[config.mk]
export PLATFORM = sky130hd
export DESIGN_NAME = strobe_period_monitor
export DESIGN_NICKNAME = d
export VERILOG_FILES = /design/src/rtl/strobe_period_monitor.sv
export SDC_FILE = /design/constraint.sdc
export NUM_CORES = 1
export LEC_CHECK = 0
export CAP_MARGIN = 20
export CORE_MARGIN = 3
export CORE_UTILIZATION = 44
export CTS_CLUSTER_SIZE = 28
export DETAILED_ROUTE_END_ITERATION = 10
export MAX_ROUTING_LAYER = met4
export PLACE_DENSITY = 0.66
export SYNTH_ARGS = -nofsm -noshare
export SYNTH_HDL_FRONTEND = slang
export SYNTH_SLANG_ARGS = --single-unit
[constraint.sdc]
create_clock -name clk -period 5.3 [get_ports clk]
set_clock_uncertainty 0.05 [all_clocks]
set_input_delay 1.325 -clock clk [delete_from_list [all_inputs] [get_ports clk]]
set_output_delay 1.325 -clock clk [all_outputs]
set_load 0.01 [all_outputs]
[src/rtl/strobe_period_monitor.sv]
// Strobe interval checker with lock detection for periodic enable strobes.
// Define STROBE_MON_STICKY_ERR_EN to hold period_err high until reset.
module strobe_period_monitor #(
  parameter int EXPECTED_PERIOD = 10,
  parameter int TOLERANCE       = 0,
  parameter int LOCK_COUNT      = 4,
  parameter int PERIOD_WIDTH    = $clog2(EXPECTED_PERIOD + TOLERANCE + 2),
  parameter int ERR_WIDTH       = 8
) (
  input  logic                    clk,
  input  logic                    reset,
  input  logic                    clk_en,
  input  logic                    strobe_in,
  output logic                    locked,
  output logic                    period_valid,
  output logic [PERIOD_WIDTH-1:0] measured_period,
  output logic                    period_err,
  output logic [ERR_WIDTH-1:0]    err_count
);

  localparam int GW    = $clog2(LOCK_COUNT + 1);
  localparam int MAX_P = EXPECTED_PERIOD + TOLERANCE;
  localparam int MIN_P = EXPECTED_PERIOD - TOLERANCE;

  localparam logic [PERIOD_WIDTH:0] MAX_V = (PERIOD_WIDTH+1)'(MAX_P);
  localparam logic [PERIOD_WIDTH:0] MIN_V = (PERIOD_WIDTH+1)'(MIN_P);
  localparam logic [GW-1:0]         LAST_GOOD = GW'(LOCK_COUNT - 1);

  typedef enum logic [1:0] {
    IDLE,
    ACQUIRE,
    LOCKED
  } state_t;

  state_t                state;
  logic [PERIOD_WIDTH-1:0] gap;
  logic [GW-1:0]         good_cnt;

  logic                  strobe_ev;
  logic                  active;
  logic [PERIOD_WIDTH:0] interval;
  logic                  good;
  logic                  timeout;
  logic                  meas_ev;
  logic                  err_ev;

  assign strobe_ev = clk_en & strobe_in;
  assign active    = (state != IDLE);
  assign interval  = {1'b0, gap} + (PERIOD_WIDTH+1)'(1);
  assign good      = (interval >= MIN_V) && (interval <= MAX_V);
  // Missing strobe: the running interval already exceeds the window.
  assign timeout   = clk_en & ~strobe_in & active & (interval > MAX_V);
  assign meas_ev   = strobe_ev & active;
  assign err_ev    = (meas_ev & ~good) | timeout;

  always_ff @(posedge clk) begin
    if (reset) begin
      state           <= IDLE;
      gap             <= '0;
      good_cnt        <= '0;
      locked          <= 1'b0;
      period_valid    <= 1'b0;
      measured_period <= '0;
      period_err      <= 1'b0;
      err_count       <= '0;
    end else begin
      period_valid <= meas_ev;
      if (meas_ev)
        measured_period <= interval[PERIOD_WIDTH-1:0];

`ifdef STROBE_MON_STICKY_ERR_EN
      period_err <= period_err | err_ev;
`else
      period_err <= err_ev;
`endif

      if (err_ev && !(&err_count))
        err_count <= err_count + ERR_WIDTH'(1);

      if (clk_en) begin
        if (strobe_in || timeout)
          gap <= '0;
        else if (!(&gap))
          gap <= gap + PERIOD_WIDTH'(1);

        case (state)
          IDLE: begin
            if (strobe_in) begin
              state    <= ACQUIRE;
              good_cnt <= '0;
            end
          end
          ACQUIRE: begin
            if (strobe_in) begin
              if (!good) begin
                good_cnt <= '0;
              end else if (good_cnt == LAST_GOOD) begin
                good_cnt <= good_cnt + GW'(1);
                state    <= LOCKED;
                locked   <= 1'b1;
              end else begin
                good_cnt <= good_cnt + GW'(1);
              end
            end else if (timeout) begin
              good_cnt <= '0;
              state    <= IDLE;
            end
          end
          LOCKED: begin
            if (strobe_in && !good) begin
              good_cnt <= '0;
              state    <= ACQUIRE;
              locked   <= 1'b0;
            end else if (timeout) begin
              good_cnt <= '0;
              state    <= IDLE;
              locked   <= 1'b0;
            end
          end
          default: begin
            state    <= IDLE;
            locked   <= 1'b0;
            good_cnt <= '0;
          end
        endcase
      end
    end
  end

endmodule

==> summary.md <==
| Metric | Value |
|---|---|
| CP Class | `in2reg` |
| Pre-CTS setup slack | `approximately 1.6 ns` |
| Cts repair resizes | `0` |
| Post-Route M1 WL | `1470 µm` |
| Top post-synthesis cells by area | `dfxtp_1 33%, ha_1 7.8%, nor2_1 5.5%` |
| Setup_tns | `0 ns` |
| Final Core Density | `around 55%` |
| Arrival time at the worst endpoint | `3.59 ns` |
| DR vias/cell | `5.85` |
| Die X | `~63 µm` |
| Worst-Margin Slew | `roughly 0.9 ns` |
| Highest routed layer | `met4` |
| RSZ-0062 raised after global routing | `no` |
| Share of cells above drive strength 1 | `5.32%` |
| Max-cap viol count | `0` |
| DR WL met3 | `175 µm` |
| Initial core utilization | `a little under half` |
| N_diodes | `0` |
| Tightest hold margin | `0.423 ns` |
| Final HPWL DP | `2420 µm` |
| Nets | `202` |
| Mapped cell area | `0.00144 mm²` |
| Tcrit/Tclk final | `64.3%` |
| # DRC | `0` |
| Final GP Congestion | `around 0.80` |
| Post-detailed-placement cell area | `0.00163 mm²` |
| Startpoint Class | `input pin` |
| Die Ht | `roughly 63 µm` |
| Port bufs | `18` |
| IO Pins | `19` |
| Synth Area per Inst | `8.25 µm²` |
| Post-CTS Repair Setup Buffers | `0` |
| Via count | `1357` |
| Clock Root Buffer | `clkbuf_4` |
| Die area | `approximately 0.0040 mm²` |
| Ys flop type | `dfxtp_1` |
| Power Total | `0.366 mW` |
| VDD IR max | `approximately 190 µV` |
| Max-slew violations | `0` |
| Worst setup EP type | `flip-flop` |
| Cell area after layout | `0.00168 mm²` |
| Fin crit period | `3.41 ns` |
| Post-Syn Nets | `187` |
| Leak pwr | `0.599 nW` |
| Status | `completed` |
| Worst rel slew slack | `41.4%` |
| Final hold vios | `0` |
| Setup ws final | `1.89 ns` |
| CP max FO | `15` |
| Post-Route WL | `3270 µm` |
| Dpl cells | `228` |
| Vias in the first global route | `1243` |
| Initial antenna violation count | `0` |
| Drt pass-1 iters | `5` |
| CTS Hold Bufs | `0` |
| TritonCTS Sinks | `24` |
| Core Area | `0.00308 mm²` |
| Highest Clock Rate | `293 MHz` |
| Pin count of the biggest net entering global routing | `24` |
| 1st-iter DRT viols | `112` |
| Post-route ant nets | `0` |
| Seq/Total Area, Yosys | `33.5%` |
| Fin cells | `232` |
| Distinct cells, synth | `45` |
| Final setup vio count | `0` |
| WL per Instance | `14.1 µm` |
| Cts bufs inserted | `3` |
| Worst Hold Class | `reg2reg` |
| EDFF count, synth | `0` |
| Critical Path RT | `5.48 ns` |
| Worst skew pair latency | `0.32 ns` |
| Yosys synthesis warning count | `0` |
| Worst-path clk slew | `0.14 ns` |
| Seq cells post-synth | `24` |
| Post-synth top area share | `between 30% and 40%` |
| First-pass GRT wire length | `~5600 µm` |
| PwrDens | `between 200 and 250 mW/mm²` |
| Synth area leader | `dfxtp_1` |
| CTS H-Tree Depth | `1` |
| FP Rows | `20` |
| Gr usage total | `17.8%` |
| TritonCTS clock tree | `yes` |
| Grt total ovfl | `0` |
| Ys async rst share | `0%` |
| Met2 WL | `1590 µm` |
| Syn-to-layout area delta | `17.1%` |
| Post-Syn Instances | `174` |
| Clock Path Buffers | `2` |
## layer usage
layer | vias up | GRT usage, %
li1 | 670 | -
met1 | 624 | 20.8
met2 | 57 | 30.7
met3 | 6 | 4.28
met4 | 0 | 3.86
met5 | - | -
## synth_stat cells (2+ instances only)
cell,instances
dfxtp_1,24
nor2_1,21
inv_1,12
nand3_1,11
a21oi_1,10
nand2_1,10
ha_1,9
a211oi_1,7
buf_2,4
o211ai_1,4
o21ai_0,4
or4_1,4
and3_1,3
clkbuf_1,3
nor3_1,3
nor4_1,3
o31ai_1,3
a311oi_1,2
a31oi_1,2
mux2i_1,2
nand2b_1,2
nor2b_1,2
nor4b_1,2
o21a_1,2
o21bai_1,2
o22ai_1,2
o2bb2ai_1,2
xnor2_1,2
## critical path: stages
cell,delay (ns)
clkdlybuf4s50_1,0.65
inv_1,0.20
a32oi_2,0.30
nand3_2,0.31
nor4b_1,0.43
mux2_2,0.37
## sequential cells by signal, summed over array words and instances (netlist names)
| register | count |
|---|---|
| err_count | 8 |
| gap | 4 |
| good_cnt | 3 |
| locked | 1 |
| measured_period | 4 |
| period_err | 1 |
| period_valid | 1 |
| state | 2 |
## cell type report
cell class	instances	area (µm²)
fillers	309	1400
multi-input cells	130	867
flip-flops and latches	24	480
repair buffers	18	180
well taps	44	55.1
inverters	12	45.0
clock inverters	1	30.0
clock buffers	3	22.5
## final timing paths
| kind | slack, ns | cells past startpoint | start | end |
|---|---|---|---|---|
| worst max-delay path | 1.89 | 6 | strobe_in | err_count[5]$_SDFFE_PP0P_ |
| worst min-delay path | 0.42 | 1 | err_count[7]$_SDFFE_PP0P_ | err_count[7]$_SDFFE_PP0P_ |
| worst max register to register | 2.67 | 6 | gap[0]$_SDFFE_PP0P_ | err_count[5]$_SDFFE_PP0P_ |
| worst min register to register | 0.42 | 1 | err_count[7]$_SDFFE_PP0P_ | err_count[7]$_SDFFE_PP0P_ |
## report_power, final
group	switching [mW]	leakage, nW	internal (mW)
Sequential	0.00366	0.194	0.184
Clock	0.0581	0.0279	0.0765
Combinational	0.0261	0.377	0.0172
## layout by cell type (no fill, tap or decap), drive strengths merged, types with 3 or more instances in the layout
master          n
o21ai           5
clkdlybuf4s50  18
nor2           21
nand2          10
and3            3
a21oi          10
nand3          12
or4             4
ha              9
nor3            4
clkbuf          3
a211oi          7
o31ai           3
dfxtp          24
o211ai          4
inv            12
nor4            3
## cells by family (layout without fill, tap and decap cells)
logic type               Yosys count  after routing  share of synthesized area, %
multiplexers                       3              3                          2.18
AND/OR/NAND/NOR                   68             68                          25.5
AO/OA/AOI/OAI                     48             48                          23.6
XOR/XNOR                           2              2                          1.22
flip-flops                        24             24                          33.5
buffers and inverters             20             34                          6.10
adder cells (fa/ha/maj)            9              9                          7.85
Note: power is estimated with default switching activity, not from simulation.
